**src/rtl/transmission8_pkg.sv**
```systemverilog
// transmission8_pkg: shared widths, frame length and FSM state type for the
// 8-bit transmission channel (transmitter and receiver sides).
// Build option: define PARITY_EN to add an even-parity bit after D0.
package transmission8_pkg;

  localparam int unsigned SEL_W   = 3;
  localparam int unsigned DATA_W  = 8;
  localparam int unsigned FRAME_W = SEL_W + DATA_W;

  // Bits between start and stop: A,B,C, D7..D0 and the optional parity bit.
`ifdef PARITY_EN
  localparam int unsigned FRAME_BITS = 12;
`else
  localparam int unsigned FRAME_BITS = 11;
`endif

  typedef enum logic [2:0] {
    IDLE   = 3'd0,
    START  = 3'd1,
    ADDR   = 3'd2,
    DATA   = 3'd3,
    PARITY = 3'd4,
    STOP   = 3'd5
  } rx_state_e;

endpackage

```
**src/rtl/transmission8_sync.sv**
```systemverilog
// transmission8_sync: two-flop synchronizer for an asynchronous single-bit input.
// Ports:
//   iClk  - system clock
//   iRst  - asynchronous active-high reset (both flops load RST_VAL)
//   iD    - asynchronous input
//   oQ    - synchronized output, two cycles of latency
module transmission8_sync #(
  parameter logic RST_VAL = 1'b1
) (
  input  logic iClk,
  input  logic iRst,
  input  logic iD,
  output logic oQ
);

  logic meta_q;
  logic sync_q;

  // Metastability filter chain.
  always_ff @(posedge iClk or posedge iRst) begin
    if (iRst) begin
      meta_q <= RST_VAL;
      sync_q <= RST_VAL;
    end else begin
      meta_q <= iD;
      sync_q <= meta_q;
    end
  end

  assign oQ = sync_q;

endmodule

```
**src/rtl/transmission8_rx.sv**
```systemverilog
// transmission8_rx: receive end of the 8-bit transmission channel.
// Deserializes start, A,B,C, D7..D0, [parity], stop from a single idle-high
// wire and presents each good frame as parallel data with a one-cycle strobe.
// Build option: define PARITY_EN to expect an even-parity bit after D0.
// Ports:
//   iClk      - system clock, rising edge
//   iRst      - asynchronous active-high reset
//   iSer      - serial line, idles high, asynchronous to iClk
//   oData     - payload of the last good frame
//   oA/oB/oC  - channel select bits of the last good frame (A is MSB)
//   oValid    - one-cycle pulse, outputs updated
//   oFrameErr - one-cycle pulse, frame rejected
//   oBusy     - high from start-bit confirmation until return to IDLE
module transmission8_rx
  import transmission8_pkg::*;
#(
  parameter int unsigned CLKS_PER_BIT = 16,
  parameter int unsigned DATA_W       = 8
) (
  input  logic              iClk,
  input  logic              iRst,
  input  logic              iSer,
  output logic [DATA_W-1:0] oData,
  output logic              oA,
  output logic              oB,
  output logic              oC,
  output logic              oValid,
  output logic              oFrameErr,
  output logic              oBusy
);

  localparam int unsigned CNT_W  = $clog2(CLKS_PER_BIT);
  localparam int unsigned BIT_W  = $clog2(FRAME_BITS);
  localparam int unsigned SH_W   = SEL_W + DATA_W;
  localparam logic [CNT_W-1:0] CNT_MID  = CNT_W'(CLKS_PER_BIT / 2 - 1);
  localparam logic [CNT_W-1:0] CNT_LAST = CNT_W'(CLKS_PER_BIT - 1);

  logic ser_s;

  rx_state_e         state_q, state_d;
  logic [CNT_W-1:0]  cnt_q,   cnt_d;
  logic [BIT_W-1:0]  bit_q,   bit_d;
  logic [SH_W-1:0]   sh_q,    sh_d;
  logic [DATA_W-1:0] data_q,  data_d;
  logic [SEL_W-1:0]  sel_q,   sel_d;
  logic              valid_q, valid_d;
  logic              err_q,   err_d;
  logic              busy_q,  busy_d;
  logic              rearm_q, rearm_d;
`ifdef PARITY_EN
  logic              par_q,   par_d;
  logic              perr_q,  perr_d;
`endif
  logic              mid;
  logic              frame_ok;

  transmission8_sync #(
    .RST_VAL(1'b1)
  ) u_sync (
    .iClk(iClk),
    .iRst(iRst),
    .iD  (iSer),
    .oQ  (ser_s)
  );

  // State and datapath registers.
  always_ff @(posedge iClk or posedge iRst) begin
    if (iRst) begin
      state_q <= IDLE;
      cnt_q   <= '0;
      bit_q   <= '0;
      sh_q    <= '0;
      data_q  <= '0;
      sel_q   <= '0;
      valid_q <= 1'b0;
      err_q   <= 1'b0;
      busy_q  <= 1'b0;
      rearm_q <= 1'b1;
`ifdef PARITY_EN
      par_q   <= 1'b0;
      perr_q  <= 1'b0;
`endif
    end else begin
      state_q <= state_d;
      cnt_q   <= cnt_d;
      bit_q   <= bit_d;
      sh_q    <= sh_d;
      data_q  <= data_d;
      sel_q   <= sel_d;
      valid_q <= valid_d;
      err_q   <= err_d;
      busy_q  <= busy_d;
      rearm_q <= rearm_d;
`ifdef PARITY_EN
      par_q   <= par_d;
      perr_q  <= perr_d;
`endif
    end
  end

  assign mid = (cnt_q == CNT_MID);

`ifdef PARITY_EN
  assign frame_ok = ser_s & ~perr_q;
`else
  assign frame_ok = ser_s;
`endif

  // Next-state and output logic.
  always_comb begin
    state_d = state_q;
    cnt_d   = (cnt_q == CNT_LAST) ? '0 : cnt_q + CNT_W'(1);
    bit_d   = bit_q;
    sh_d    = sh_q;
    data_d  = data_q;
    sel_d   = sel_q;
    valid_d = 1'b0;
    err_d   = 1'b0;
    busy_d  = busy_q;
    rearm_d = rearm_q;
`ifdef PARITY_EN
    par_d   = par_q;
    perr_d  = perr_q;
`endif

    unique case (state_q)
      IDLE: begin
        cnt_d = '0;
        bit_d = '0;
`ifdef PARITY_EN
        par_d  = 1'b0;
        perr_d = 1'b0;
`endif
        // After an error the line must be seen high before a new start counts.
        if (ser_s) begin
          rearm_d = 1'b1;
        end else if (rearm_q) begin
          state_d = START;
        end
      end

      START: begin
        if (mid) begin
          if (!ser_s) begin
            busy_d  = 1'b1;
            state_d = ADDR;
          end else begin
            state_d = IDLE;
          end
        end
      end

      ADDR: begin
        if (mid) begin
          sh_d = {sh_q[SH_W-2:0], ser_s};
`ifdef PARITY_EN
          par_d = par_q ^ ser_s;
`endif
          if (bit_q == BIT_W'(SEL_W - 1)) begin
            bit_d   = '0;
            state_d = DATA;
          end else begin
            bit_d = bit_q + BIT_W'(1);
          end
        end
      end

      DATA: begin
        if (mid) begin
          sh_d = {sh_q[SH_W-2:0], ser_s};
`ifdef PARITY_EN
          par_d = par_q ^ ser_s;
`endif
          if (bit_q == BIT_W'(DATA_W - 1)) begin
            bit_d = '0;
`ifdef PARITY_EN
            state_d = PARITY;
`else
            state_d = STOP;
`endif
          end else begin
            bit_d = bit_q + BIT_W'(1);
          end
        end
      end

      PARITY: begin
`ifdef PARITY_EN
        // Even parity: received bit must match the running XOR.
        if (mid) begin
          perr_d  = par_q ^ ser_s;
          state_d = STOP;
        end
`else
        state_d = IDLE;
`endif
      end

      STOP: begin
        if (mid) begin
          busy_d  = 1'b0;
          state_d = IDLE;
          if (frame_ok) begin
            valid_d = 1'b1;
            sel_d   = sh_q[SH_W-1:DATA_W];
            data_d  = sh_q[DATA_W-1:0];
          end else begin
            err_d   = 1'b1;
            rearm_d = 1'b0;
          end
        end
      end

      default: begin
        state_d = IDLE;
      end
    endcase
  end

  assign oData     = data_q;
  assign oA        = sel_q[2];
  assign oB        = sel_q[1];
  assign oC        = sel_q[0];
  assign oValid    = valid_q;
  assign oFrameErr = err_q;
  assign oBusy     = busy_q;

endmodule

```
**config.mk**
```make
export PLATFORM = sky130hd
export DESIGN_NAME = transmission8_rx
export DESIGN_NICKNAME = d
export VERILOG_FILES = /design/src/rtl/transmission8_pkg.sv /design/src/rtl/transmission8_sync.sv /design/src/rtl/transmission8_rx.sv
export SDC_FILE = /design/constraint.sdc
export NUM_CORES = 1
export LEC_CHECK = 0
export CAP_MARGIN = 20
export CORE_ASPECT_RATIO = 0.75
export CORE_UTILIZATION = 23
export CTS_CLUSTER_DIAMETER = 30
export CTS_CLUSTER_SIZE = 16
export DETAILED_ROUTE_END_ITERATION = 16
export DONT_BUFFER_PORTS = 1
export SYNTH_ARGS = -nofsm -noshare
export SYNTH_HDL_FRONTEND = slang
export SYNTH_SLANG_ARGS = --single-unit
```
**constraint.sdc**
```tcl
create_clock -name iClk -period 3.1 [get_ports iClk]
set_input_delay 0.31 -clock iClk [delete_from_list [all_inputs] [get_ports iClk]]
set_output_delay 0.31 -clock iClk [all_outputs]
set_load 0.02 [all_outputs]
```
== Word level (Yosys, flattened, before mapping) ==
Cells that the tools add are included.
Cells by class
  reduce and logical (&&, ||, !) cells: 11
  add/sub/neg operators: 2
  mux-type cells: 31
  eq/ne operators: 19
Operators by type and width (number)
  3-bit two-way mux: 8
  4-bit two-way mux: 6
  2-bit != test (second input constant): 10
  3-bit case mux with 5 select lines: 1
  1-bit two-way mux: 12
  4-bit case mux with 3 select lines: 1
  4-bit by 1-bit adder with 4-bit output (second input constant): 2
  4-bit by 3-bit equality test with 1-bit output (second input constant): 2
  4-bit AND reduction: 2
  8-bit AND reduction: 1
  3-bit by 2-bit equality test with 1-bit output (second input constant): 2
  3-bit AND reduction: 2
  4-bit by 2-bit equality test with 1-bit output (second input constant): 1
  4-bit equality test (second input constant): 1
  1-bit case mux with 2 select lines: 2
  2-bit nonzero test: 2
  3-bit by 1-bit equality test with 1-bit output (second input constant): 1
  3-bit equality test (second input constant): 1
  3-bit zero test: 1
  3-bit nonzero test: 1
  2-bit two-way mux: 1
  2-bit by 1-bit != test with 1-bit output (second input constant): 1
  2-bit AND reduction: 1
  2-bit OR reduction: 1
Storage, ports and cells
  word-level logic and storage cells: 75
  output and inout bits: 14
  register bits: 39
  bits of input ports: 3

== Logic depth before layout (Yosys ltp) ==
Gate-level depths: netlist of the first run.
  depth in word-level cells: 4
  gate-level depth with buffers: 6
  gate-level depth less buffers: 6

== Modules after synthesis ==
A second synthesis of the first run with hierarchy kept.
Unflattened totals
  cells, all modules: 152
  area, all modules: 1700.4 um2
By module, submodules not included
  transmission8_rx: area an instance 1644.1 um2, times used 1, cells an instance 149, seq. area each 927.1 um2
  transmission8_sync: area an instance 56.3 um2, times used 1, cells an instance 3, seq. area each 52.6 um2

== Worst setup path after synthesis of the first run ==
Ideal clock, no wire load.
  path type: flip-flop to flip-flop
  start: register cnt_q[0]
  end: register data_q[0] (netlist: oData[0])
  arrival time: 1.440 ns
  library setup time: 0.125 ns
  data required time: 2.975 ns
  period minus slack after synthesis: 1.565 ns
  slack: 1.535 ns
  cell stages (with the launch flop): 7
  buffers on the path: 1
  path through: dfrtp_1 -> ha_1 -> nand3b_4 -> nor2_4 -> nand3_4 -> buf_6 -> mux2_4
Between the ends
  longest elaborated chain between the ends: 2
RTL lines
  from (decl): RTL line transmission8_rx.sv:41  | logic [CNT_W-1:0] cnt_q, cnt_d;
  from (signal assigned): RTL line transmission8_rx.sv:85  | cnt_q <= cnt_d;
  4-bit by 3-bit equality test with 1-bit output: RTL line transmission8_rx.sv:101  | assign mid = (cnt_q == CNT_MID);
  3-bit AND reduction (no source line)
  to (signal assigned): RTL line transmission8_rx.sv:88  | data_q <= data_d;
  to (decl): RTL line transmission8_rx.sv:44  | logic [DATA_W-1:0] data_q, data_d;
Every way passes these cells.
A chain may end at the register's enable or synchronous reset.

== Worst setup path in the final report of the first run ==
  start: register cnt_q[0]
  end: register sh_q[1]
Between the ends
  longest elaborated chain between the ends: 2
RTL lines
  4-bit by 3-bit equality test with 1-bit output: RTL line transmission8_rx.sv:101
  2-bit AND reduction (no source line)
  to (signal assigned): RTL line transmission8_rx.sv:72  | sh_q <= '0;
  to (signal assigned): RTL line transmission8_rx.sv:87  | sh_q <= sh_d;
  to (decl): RTL line transmission8_rx.sv:43  | logic [SH_W-1:0] sh_q, sh_d;
Every way passes these cells.

==> results of run 1 <==
-- how the worst min path moves through the flow --
| stage | end | slack, ns | depth (start not counted) |
|---|---|---|---|
| 6_report | oData[2]$_DFFE_PP0P_ | 0.01 | 2 |
| 5_1_grt | oValid$_DFF_PP0_ | 0.07 | 2 |
| 4_1_cts | oValid$_DFF_PP0_ | 0.03 | 2 |
| 3_5_place_dp | u_sync.meta_q$_DFF_PP1_ | 0.31 | 0 |
| 3_3_place_gp | u_sync.meta_q$_DFF_PP1_ | 0.31 | 0 |
| 2_1_floorplan | u_sync.meta_q$_DFF_PP1_ | 0.31 | 0 |
-- synth_stat cells (2+ instances only) --
cell type | count | area (um^2)
o21ai_0 | 4 | 20.0
dfstp_2 | 3 | 78.8
o21bai_1 | 2 | 15.0
and4b_1 | 2 | 20.0
inv_1 | 5 | 18.8
ha_1 | 3 | 37.5
nand2_1 | 5 | 18.8
mux2_4 | 9 | 135
nand2b_1 | 3 | 18.8
a21oi_1 | 4 | 20.0
nor3_1 | 3 | 15.0
a311oi_1 | 2 | 17.5
dfrtp_1 | 36 | 901
nor2_1 | 7 | 26.3
mux2_2 | 13 | 146
-- placed cells by master (no fill, tap or decap), types with 2 or more instances in the layout --
master | synthesis | routed
dfstp_2 | 3 | 3
a21oi_1 | 4 | 4
nor3_1 | 3 | 3
nand2_1 | 5 | 5
mux2_4 | 9 | 9
ha_1 | 3 | 3
nor2_1 | 7 | 7
clkbuf_8 | 0 | 5
o21bai_1 | 2 | 2
o21ai_0 | 4 | 4
inv_1 | 5 | 5
and4b_1 | 2 | 2
a311oi_1 | 2 | 2
dfrtp_1 | 36 | 36
mux2_2 | 13 | 13
nand2b_1 | 3 | 3
bufinv_16 | 0 | 2
-- registers in the layout, indices dropped and copies added, names as in the netlist --
name and cells:
sel_q 3, state_q 3, cnt_q 4, sh_q 11, oValid 1, rearm_q 1, u_sync.oQ 1, u_sync.meta_q 1
oBusy 1, bit_q 4, oFrameErr 1, oData 8
-- critical path, delay by kind of cell, from the launching register on --
kind | cells | cell delay [ns]
adders and majority gates | 1 | 0.35
DFF | 1 | 0.41
muxes | 1 | 0.41
and+or+nand+nor | 2 | 0.79
-- power groups by stage --
stage	Combinational, uW	Clock, uW	Sequential, uW
floorplan	221	0	687
global placement	249	0	711
detailed placement	257	0	716
CTS	259	518	707
global route	293	542	727
finish	254	501	710
-- metrics by stage --
stage	total power, uW	instances	hold slack [ns]
floorplan	908	122	0.314
global placement	960	218	0.315
detailed placement	973	218	0.315
CTS	1480	227	0.0327
global route	1560	227	0.0719
finish	1460	227	0.0139
-- layout make-up --
cell class / count / area, um^2
inverter: 5 / 18.8
tap: 98 / 123
timing repair buffer: 2 / 17.5
fill: 709 / 5000
multi-input combinational: 75 / 657
clock inverter: 3 / 67.6
clock buffer: 5 / 68.8
sequential: 39 / 980
-- per-layer routing --
layer,share of wire,vias to the layer above
met1,0.52,460
li1,-,446
met4,0.022,0
met3,0.064,2
met2,0.39,15
met5,0,-
-- repair_timing --
item / CTS / global route
hold buffers: 1 / 0
endpoints found under the setup margin: 0 / 0
endpoints found under the hold margin: 1 / 0
-- cells by family after synthesis --
logic type	synth area share
flops	0.583
simple gates	0.116
mux	0.168
compound gates	0.0805
buf+inv	0.0253
fa+ha+maj	0.0224
xor+xnor	0.00522
==> run_results.csv, run 1 <==
group,metric,value,unit
timing,setup_slack,1.03,ns
critical_path,cp.required,3.27,ns
power_and_ir_drop,clkPwrFrac,0.342,
critical_path,arrival,2.24,ns
floorplanning,die_area,7650,um^2
timing,max_freq,484,MHz
critical_path,critPathSlowestCell,"nor2_1",
logic_synthesis,synth_cells,122,
grt,busiest_layer,"met1",
logic_synthesis,synth-seq-cells,39,
power_and_ir_drop,power_frac_comb,0.173,
critical_path,rrSetupSlack,1.03,ns
logic_synthesis,ys_seq_area_frac,0.583,
timing,period_minus_slack,2.07,ns
critical_path,regToRegEndpoint,"sh_q[1]$_DFFE_PP0P_",
critical_path,reg2reg_from,"cnt_q[0]$_DFF_PP0_",
clock_network,cts_buffers,5,
place,place_hpwl,1940,um
floorplanning,die_h,76.0,um
final_layout,postLayoutCoreUtil,0.279,
timing,finalMaxSlewViolations,0,
floorplanning,dieWidth,101,um
routing,wl_per_cell,12.6,um
final_layout,area_growth,15.1,%
worst_hold_path,min_path_type,"input port to asynchronous set/reset pin",
critical_path,end_kind,"flop",
critical_path,setup.worst_path.start_class,"flop",
routing,wl,2870,um
grt,grt.total_usage,0.0848,
timing,worst_pin_slew,0.830,ns
critical_path,worstSetupStartpoint,"cnt_q[0]$_DFF_PP0_",
logic_synthesis,syn-num-nets,128,
routing,drc,0,
final_layout,fin_nets,134,
clock_network,clock-root-buffer,"clkbuf_8",
clock_network,clk_latency,0.29,ns
power_and_ir_drop,seqPwrFrac,0.485,
clock_network,clkTransAtPathRegs,0.08,ns
grt,grt_pass1_wl,4850,um
job,drv_cap,0,
place,place_congestion,0.772,
timing,period_share,0.667,
timing,tns,0,ns
timing,rsz0062_at_grt,"no",
final_layout,fin_area,1930,um^2
grt,grt_pass1_vias,907,
critical_path,endpoint,"sh_q[1]$_DFFE_PP0P_",
critical_path,r2r_cells,4,
clock_network,cts-resized-gates,0,
final_layout,diodes,0,
grt,grt-ovfl-total,0,
clock_network,cts_buffer_depth,2,
logic_synthesis,syn_avg_cell_area,13.8,um^2
floorplanning,rows,26,
routing,drt-vias-per-instance,4.07,
routing,via_count,923,
place,port_buffers,0,
place,place_area,1790,um^2
critical_path,worst-setup-path-type,"flop to flop",
logic_synthesis,synth_edf_count,0,
floorplanning,core_area,6930,um^2
power_and_ir_drop,swShare,0.279,
routing,drtIter0Drc,51,
logic_synthesis,yosys_warnings,0,
place,place_ws,1.01,ns
clock_network,cts.sinks,39,
power_and_ir_drop,cellLeakagePower,0.000928,uW
clock_network,cts_tree,"done",
logic_synthesis,syn_area,1680,um^2
power_and_ir_drop,peakVddDrop,257,uV
critical_path,max_stage_delay,0.65,ns
grt,grt_max_degree,40,
power_and_ir_drop,p_switching,408,uW
power_and_ir_drop,p_int,1060,uW
logic_synthesis,async_flop_share,1.00,
outcome,status,"complete, no violations",
grt,use_met1,0.126,
timing,relSlewSlack,0.445,
timing,setup_viol,0,
floorplanning,io_pins,17,
critical_path,path_max_fanout,11,
grt,met2_usage,0.0938,
routing,antenna_left,0,
routing,dr.pass1.iters,3,
logic_synthesis,synth_flop_cell,"dfrtp_1",
logic_synthesis,synth_cell_types,36,
timing,worst_clock_skew,0.00997,ns
critical_path,cp_cell_sequence,"ha_1, nand3b_4, nor2_1, mux2_2",
grt,grt_util_met3,0.0349,
timing,hold_viol_final,0,
clock_network,post_cts_buffers,0,
clock_network,htree_levels,2,
floorplanning,initial_core_util,0.242,
grt,antenna_found_initial,0,
power_and_ir_drop,p_per_area,758,nW/um^2
final_layout,drive_above_1_share,0.295,
Note: power is estimated with default switching activity, not from simulation.
==> run 2: changes to the inputs <==
- clock period: 3.1 -> 2.2 ns (I/O delays scaled with it)
==> run_results.csv, run 2 (same netlist as run 1, synthesis figures left out) <==
group,metric,value,unit
power_and_ir_drop,power,1940,uW
place,place_congestion,0.819,
timing,tns,0,ns
timing,period_share,0.779,
place,dp_cells,219,
final_layout,drive_above_1_share,0.298,
clock_network,cts_buffer_depth,2,
critical_path,end_kind,"flop",
floorplanning,die_area,7650,um^2
power_and_ir_drop,peakVddDrop,462,uV
timing,period_minus_slack,1.71,ns
floorplanning,rows,26,
final_layout,seqCellArea,980,um^2
critical_path,arrival,1.89,ns
clock_network,cts-resized-gates,0,
routing,wl,2800,um
clock_network,clk_latency,0.28,ns
final_layout,largest_reg_flops,11,
routing,wl_per_cell,12.2,um
critical_path,worst-setup-path-type,"flop to flop",
routing,drtIter0Drc,64,
routing,drt-vias-per-instance,4.11,
clock_network,htree_levels,2,
timing,setup_viol,0,
clock_network,clock-root-buffer,"clkbuf_8",
clock_network,cts_tree,"done",
critical_path,setup.worst_path.start_class,"flop",
final_layout,fin_nets,136,
place,place_hpwl,1920,um
floorplanning,io_pins,17,
routing,antenna_left,0,
timing,hold_viol_final,0,
power_and_ir_drop,cellLeakagePower,0.000931,uW
critical_path,cp.required,2.37,ns
clock_network,post_cts_buffers,0,
worst_hold_path,min_path_type,"flop to flop",
floorplanning,die_h,76.0,um
timing,rsz0062_at_grt,"no",
grt,grt.total_usage,0.0852,
floorplanning,dieWidth,101,um
critical_path,path_max_fanout,12,
timing,max_freq,583,MHz
outcome,status,"complete, no violations",
grt,grt_pass1_wl,4910,um
floorplanning,core_area,6930,um^2
clock_network,clkTransAtPathRegs,0.08,ns
timing,relSlewSlack,0.677,
clock_network,cts.sinks,39,
grt,grt_pass1_vias,950,
routing,dr.pass1.iters,4,
power_and_ir_drop,p_per_area,1010,nW/um^2
timing,worst_hold_slack,0.357,ns
final_layout,fillers,720,
final_layout,multi_input_area,657,um^2
timing,finalMaxSlewViolations,0,
final_layout,final_cell_mix,"dfrtp_1, mux2_2, mux2_4, nor2_1",
final_layout,regMostFlops,"sh_q",
clock_network,cts_buffers,5,
floorplanning,initial_core_util,0.242,
grt,antenna_found_initial,0,
grt,grt_max_degree,40,
place,place_area,1790,um^2
final_layout,fin_cells,229,
final_layout,fin_area,1930,um^2
final_layout,diodes,0,
job,drv_cap,0,
grt,grt-ovfl-total,0,
timing,worst_clock_skew,0.00576,ns
final_layout,area_growth,14.7,%
timing,worst_pin_slew,0.481,ns
routing,via_count,941,
place,port_buffers,0,
final_layout,final_common_cell,"dfrtp_1",
routing,drc,0,
==> run 2: cell count changes in the layout (fill, tap and decap cells not counted) <==
| cell | previous run | this run |
|---|---|---|
| dlygate4sd3_1 | 1 | 2 |
| clkinvlp_4 | 1 | 0 |
| buf_4 | 1 | 2 |
| clkinv_2 | 0 | 1 |
| bufinv_16 | 2 | 1 |
| clkinv_4 | 0 | 1 |
==> run 2: per-layer routing <==
layer  vias to the layer above  wire (um)  track usage
li1                        454          -            -
met1                       462       1590        0.133
met5                         -          0            0
met2                        23       1010       0.0918
met3                         2        156       0.0339
met4                         0         47       0.0522
==> run 2: repair_timing <==
action,CTS,global route
hold buffers,2,0
hold endpoints to repair,37,0
setup endpoints to repair,0,0
==> run 2: through the flow <==
step	setup slack, ns	util
2_1_floorplan	0.635	-
3_3_place_gp	0.500	0.259
3_5_place_dp	0.497	0.259
4_1_cts	0.491	0.278
5_1_grt	0.383	0.278
6_report	0.486	0.278
==> run 2: area by class of cell <==
type                       count  share of cell area
clock buffer                   5              0.0357
clock inverter                 3              0.0227
timing repair buffer           4              0.0182
multi-input combinational     75               0.341
tap                           98              0.0637
sequential                    39               0.509
inverter                       5             0.00975
==> run 2: where the power goes <==
part	switching [uW]	total (uW)	leakage [uW]	internal, uW
Sequential	149	996	0.000511	846
Clock	244	581	0.0000581	337
Combinational	168	365	0.000362	197
==> run 2: worst paths after layout <==
kind                                    startpoint                   end  slack (ns)  depth (start not counted)
max                             cnt_q[0]$_DFF_PP0_  oData[4]$_DFFE_PP0P_        0.49                          5
min                        u_sync.meta_q$_DFF_PP1_   u_sync.oQ$_DFF_PP1_        0.36                          0
max reg2reg                     cnt_q[0]$_DFF_PP0_  oData[4]$_DFFE_PP0P_        0.49                          5
min reg2reg                u_sync.meta_q$_DFF_PP1_   u_sync.oQ$_DFF_PP1_        0.36                          0
max in group asynchronous                     iRst   rearm_q$_DFFE_PP1P_        1.32                          3
min in group asynchronous                     iRst  oData[1]$_DFFE_PP0P_        0.51                          3
==> run 2: critical path, stage by stage (launching register included) <==
cell,delay (ns)
dfrtp_1,0.39
ha_1,0.33
nand3b_4,0.14
nor2_4,0.15
nand3_4,0.23
mux2_4,0.37
==> run 3: changes to the inputs <==
- clock period: 2.2 -> 1.5 ns (I/O delays scaled with it)
==> run_results.csv, run 3 (same netlist as run 1, synthesis figures left out) <==
group,metric,value,unit
outcome,status,"finished, violations left",
outcome,failed_checks,"setup timing",
critical_path,path_max_fanout,5,
grt,antenna_found_initial,0,
floorplanning,io_pins,17,
timing,relSlewSlack,0.644,
grt,grt_pass1_vias,1075,
power_and_ir_drop,swShare,0.285,
clock_network,htree_levels,2,
job,drv_cap,0,
floorplanning,core_area,6930,um^2
timing,hold_viol_final,0,
power_and_ir_drop,p_switching,949,uW
power_and_ir_drop,p_int,2390,uW
routing,antenna_left,0,
clock_network,cts_tree,"done",
grt,grt_pass1_wl,5700,um
place,place_area,1910,um^2
grt,met2_usage,0.133,
final_layout,largest_reg_flops,11,
power_and_ir_drop,seqPwrFrac,0.436,
timing,worst_pin_slew,0.530,ns
place,place_congestion,0.705,
grt,grt_util_met3,0.0431,
critical_path,cp.required,1.68,ns
floorplanning,die_h,76.0,um
power_and_ir_drop,peakVddDrop,525,uV
timing,worst_clock_skew,0.00628,ns
final_layout,regMostFlops,"sh_q",
final_layout,fin_nets,154,
grt,busiest_layer,"met1",
power_and_ir_drop,p_per_area,1550,nW/um^2
power_and_ir_drop,power_frac_comb,0.254,
critical_path,setup.worst_path.start_class,"flop",
timing,period_share,1.02,
final_layout,drive_above_1_share,0.443,
floorplanning,die_area,7650,um^2
clock_network,clk_latency,0.29,ns
power_and_ir_drop,cellLeakagePower,0.00103,uW
place,place_ws,-0.122,ns
floorplanning,initial_core_util,0.242,
timing,setup_slack,-0.0375,ns
worst_hold_path,min_path_type,"flop to flop",
clock_network,clock-root-buffer,"clkbuf_8",
timing,worst_hold_slack,0.360,ns
routing,drt-vias-per-instance,4.33,
grt,use_met1,0.137,
critical_path,arrival,1.72,ns
grt,grt_max_degree,40,
routing,dr.pass1.iters,4,
power_and_ir_drop,clkPwrFrac,0.310,
timing,period_minus_slack,1.54,ns
routing,wl,3420,um
timing,max_freq,650,MHz
grt,grt.total_usage,0.0982,
place,port_buffers,0,
place,place_hpwl,2170,um
routing,drc,0,
routing,wl_per_cell,13.9,um
grt,grt-ovfl-total,0,
critical_path,end_kind,"flop",
final_layout,final_cell_mix,"dfrtp_1, buf_4, mux2_2, mux2_4",
timing,finalMaxSlewViolations,0,
final_layout,fin_area,2150,um^2
clock_network,cts.sinks,39,
timing,tns,-0.0843,ns
routing,via_count,1069,
timing,setup_viol,3,
final_layout,final_common_cell,"dfrtp_1",
final_layout,area_growth,28.3,%
routing,drtIter0Drc,48,
timing,rsz0062_at_grt,"yes",
final_layout,diodes,0,
floorplanning,rows,26,
floorplanning,dieWidth,101,um
clock_network,cts_buffers,5,
clock_network,cts_buffer_depth,2,
critical_path,worst-setup-path-type,"flop to flop",
clock_network,clkTransAtPathRegs,0.08,ns
## run 3: routing by layer
layer | part of all wire | vias to the layer above
met3 | 0.070 | 4
met5 | 0 | -
li1 | - | 493
met1 | 0.49 | 547
met4 | 0.011 | 0
met2 | 0.43 | 25
## run 3: what timing repair did
action                     CTS  global route
cloned                       1             0
hold endpoints to repair    37             0
pin swaps                    5             3
resized for setup            6             6
hold buffers                 2             0
setup buffers                2             1
setup endpoints to repair   17            30
## run 3: power by group through the flow
| stage | clock network [uW] | logic, uW | registers (uW) |
|---|---|---|---|
| 2_1_floorplan | 0 | 476 | 1430 |
| 3_3_place_gp | 0 | 750 | 1440 |
| 3_5_place_dp | 0 | 773 | 1450 |
| 4_1_cts | 1060 | 816 | 1450 |
| 5_1_grt | 1110 | 939 | 1480 |
| 6_report | 1030 | 846 | 1450 |
## run 3: layout make-up
class / instances / area [um^2]
fillers: 699 / 4770
well taps: 98 / 123
flip-flops and latches: 39 / 980
clock buffers: 6 / 72.6
inverters: 5 / 18.8
repair buffers: 21 / 163
multi-input cells: 76 / 738
clock inverters: 2 / 60.1
## run 3: worst paths after layout
check | start | endpoint | slack [ns] | depth (start not counted)
worst min register to register | u_sync.meta_q$_DFF_PP1_ | u_sync.oQ$_DFF_PP1_ | 0.36 | 0
worst max-delay path | bit_q[0]$_DFFE_PP0P_ | state_q[2]$_DFFE_PP0P_ | -0.04 | 5
worst min-delay path | u_sync.meta_q$_DFF_PP1_ | u_sync.oQ$_DFF_PP1_ | 0.36 | 0
min in group asynchronous | iRst | oData[0]$_DFFE_PP0P_ | 0.42 | 3
worst max register to register | bit_q[0]$_DFFE_PP0P_ | state_q[2]$_DFFE_PP0P_ | -0.04 | 5
max in group asynchronous | iRst | u_sync.oQ$_DFF_PP1_ | 0.71 | 3
## run 3: stage by stage
step	std cells	utilization	power (uW)
final	247	0.311	3330
after floorplan	122	-	1910
after global routing	247	0.311	3530
after detailed placement	233	0.276	2220
after CTS	246	0.307	3330
after global placement	233	0.276	2190
## run 3: worst max-delay path, cell delays in order, from the launching register on
cell,delay [ns]
dfrtp_1,0.43
ha_1,0.23
and4b_1,0.24
nor3_4,0.20
nor2_1,0.08
a32o_1,0.26
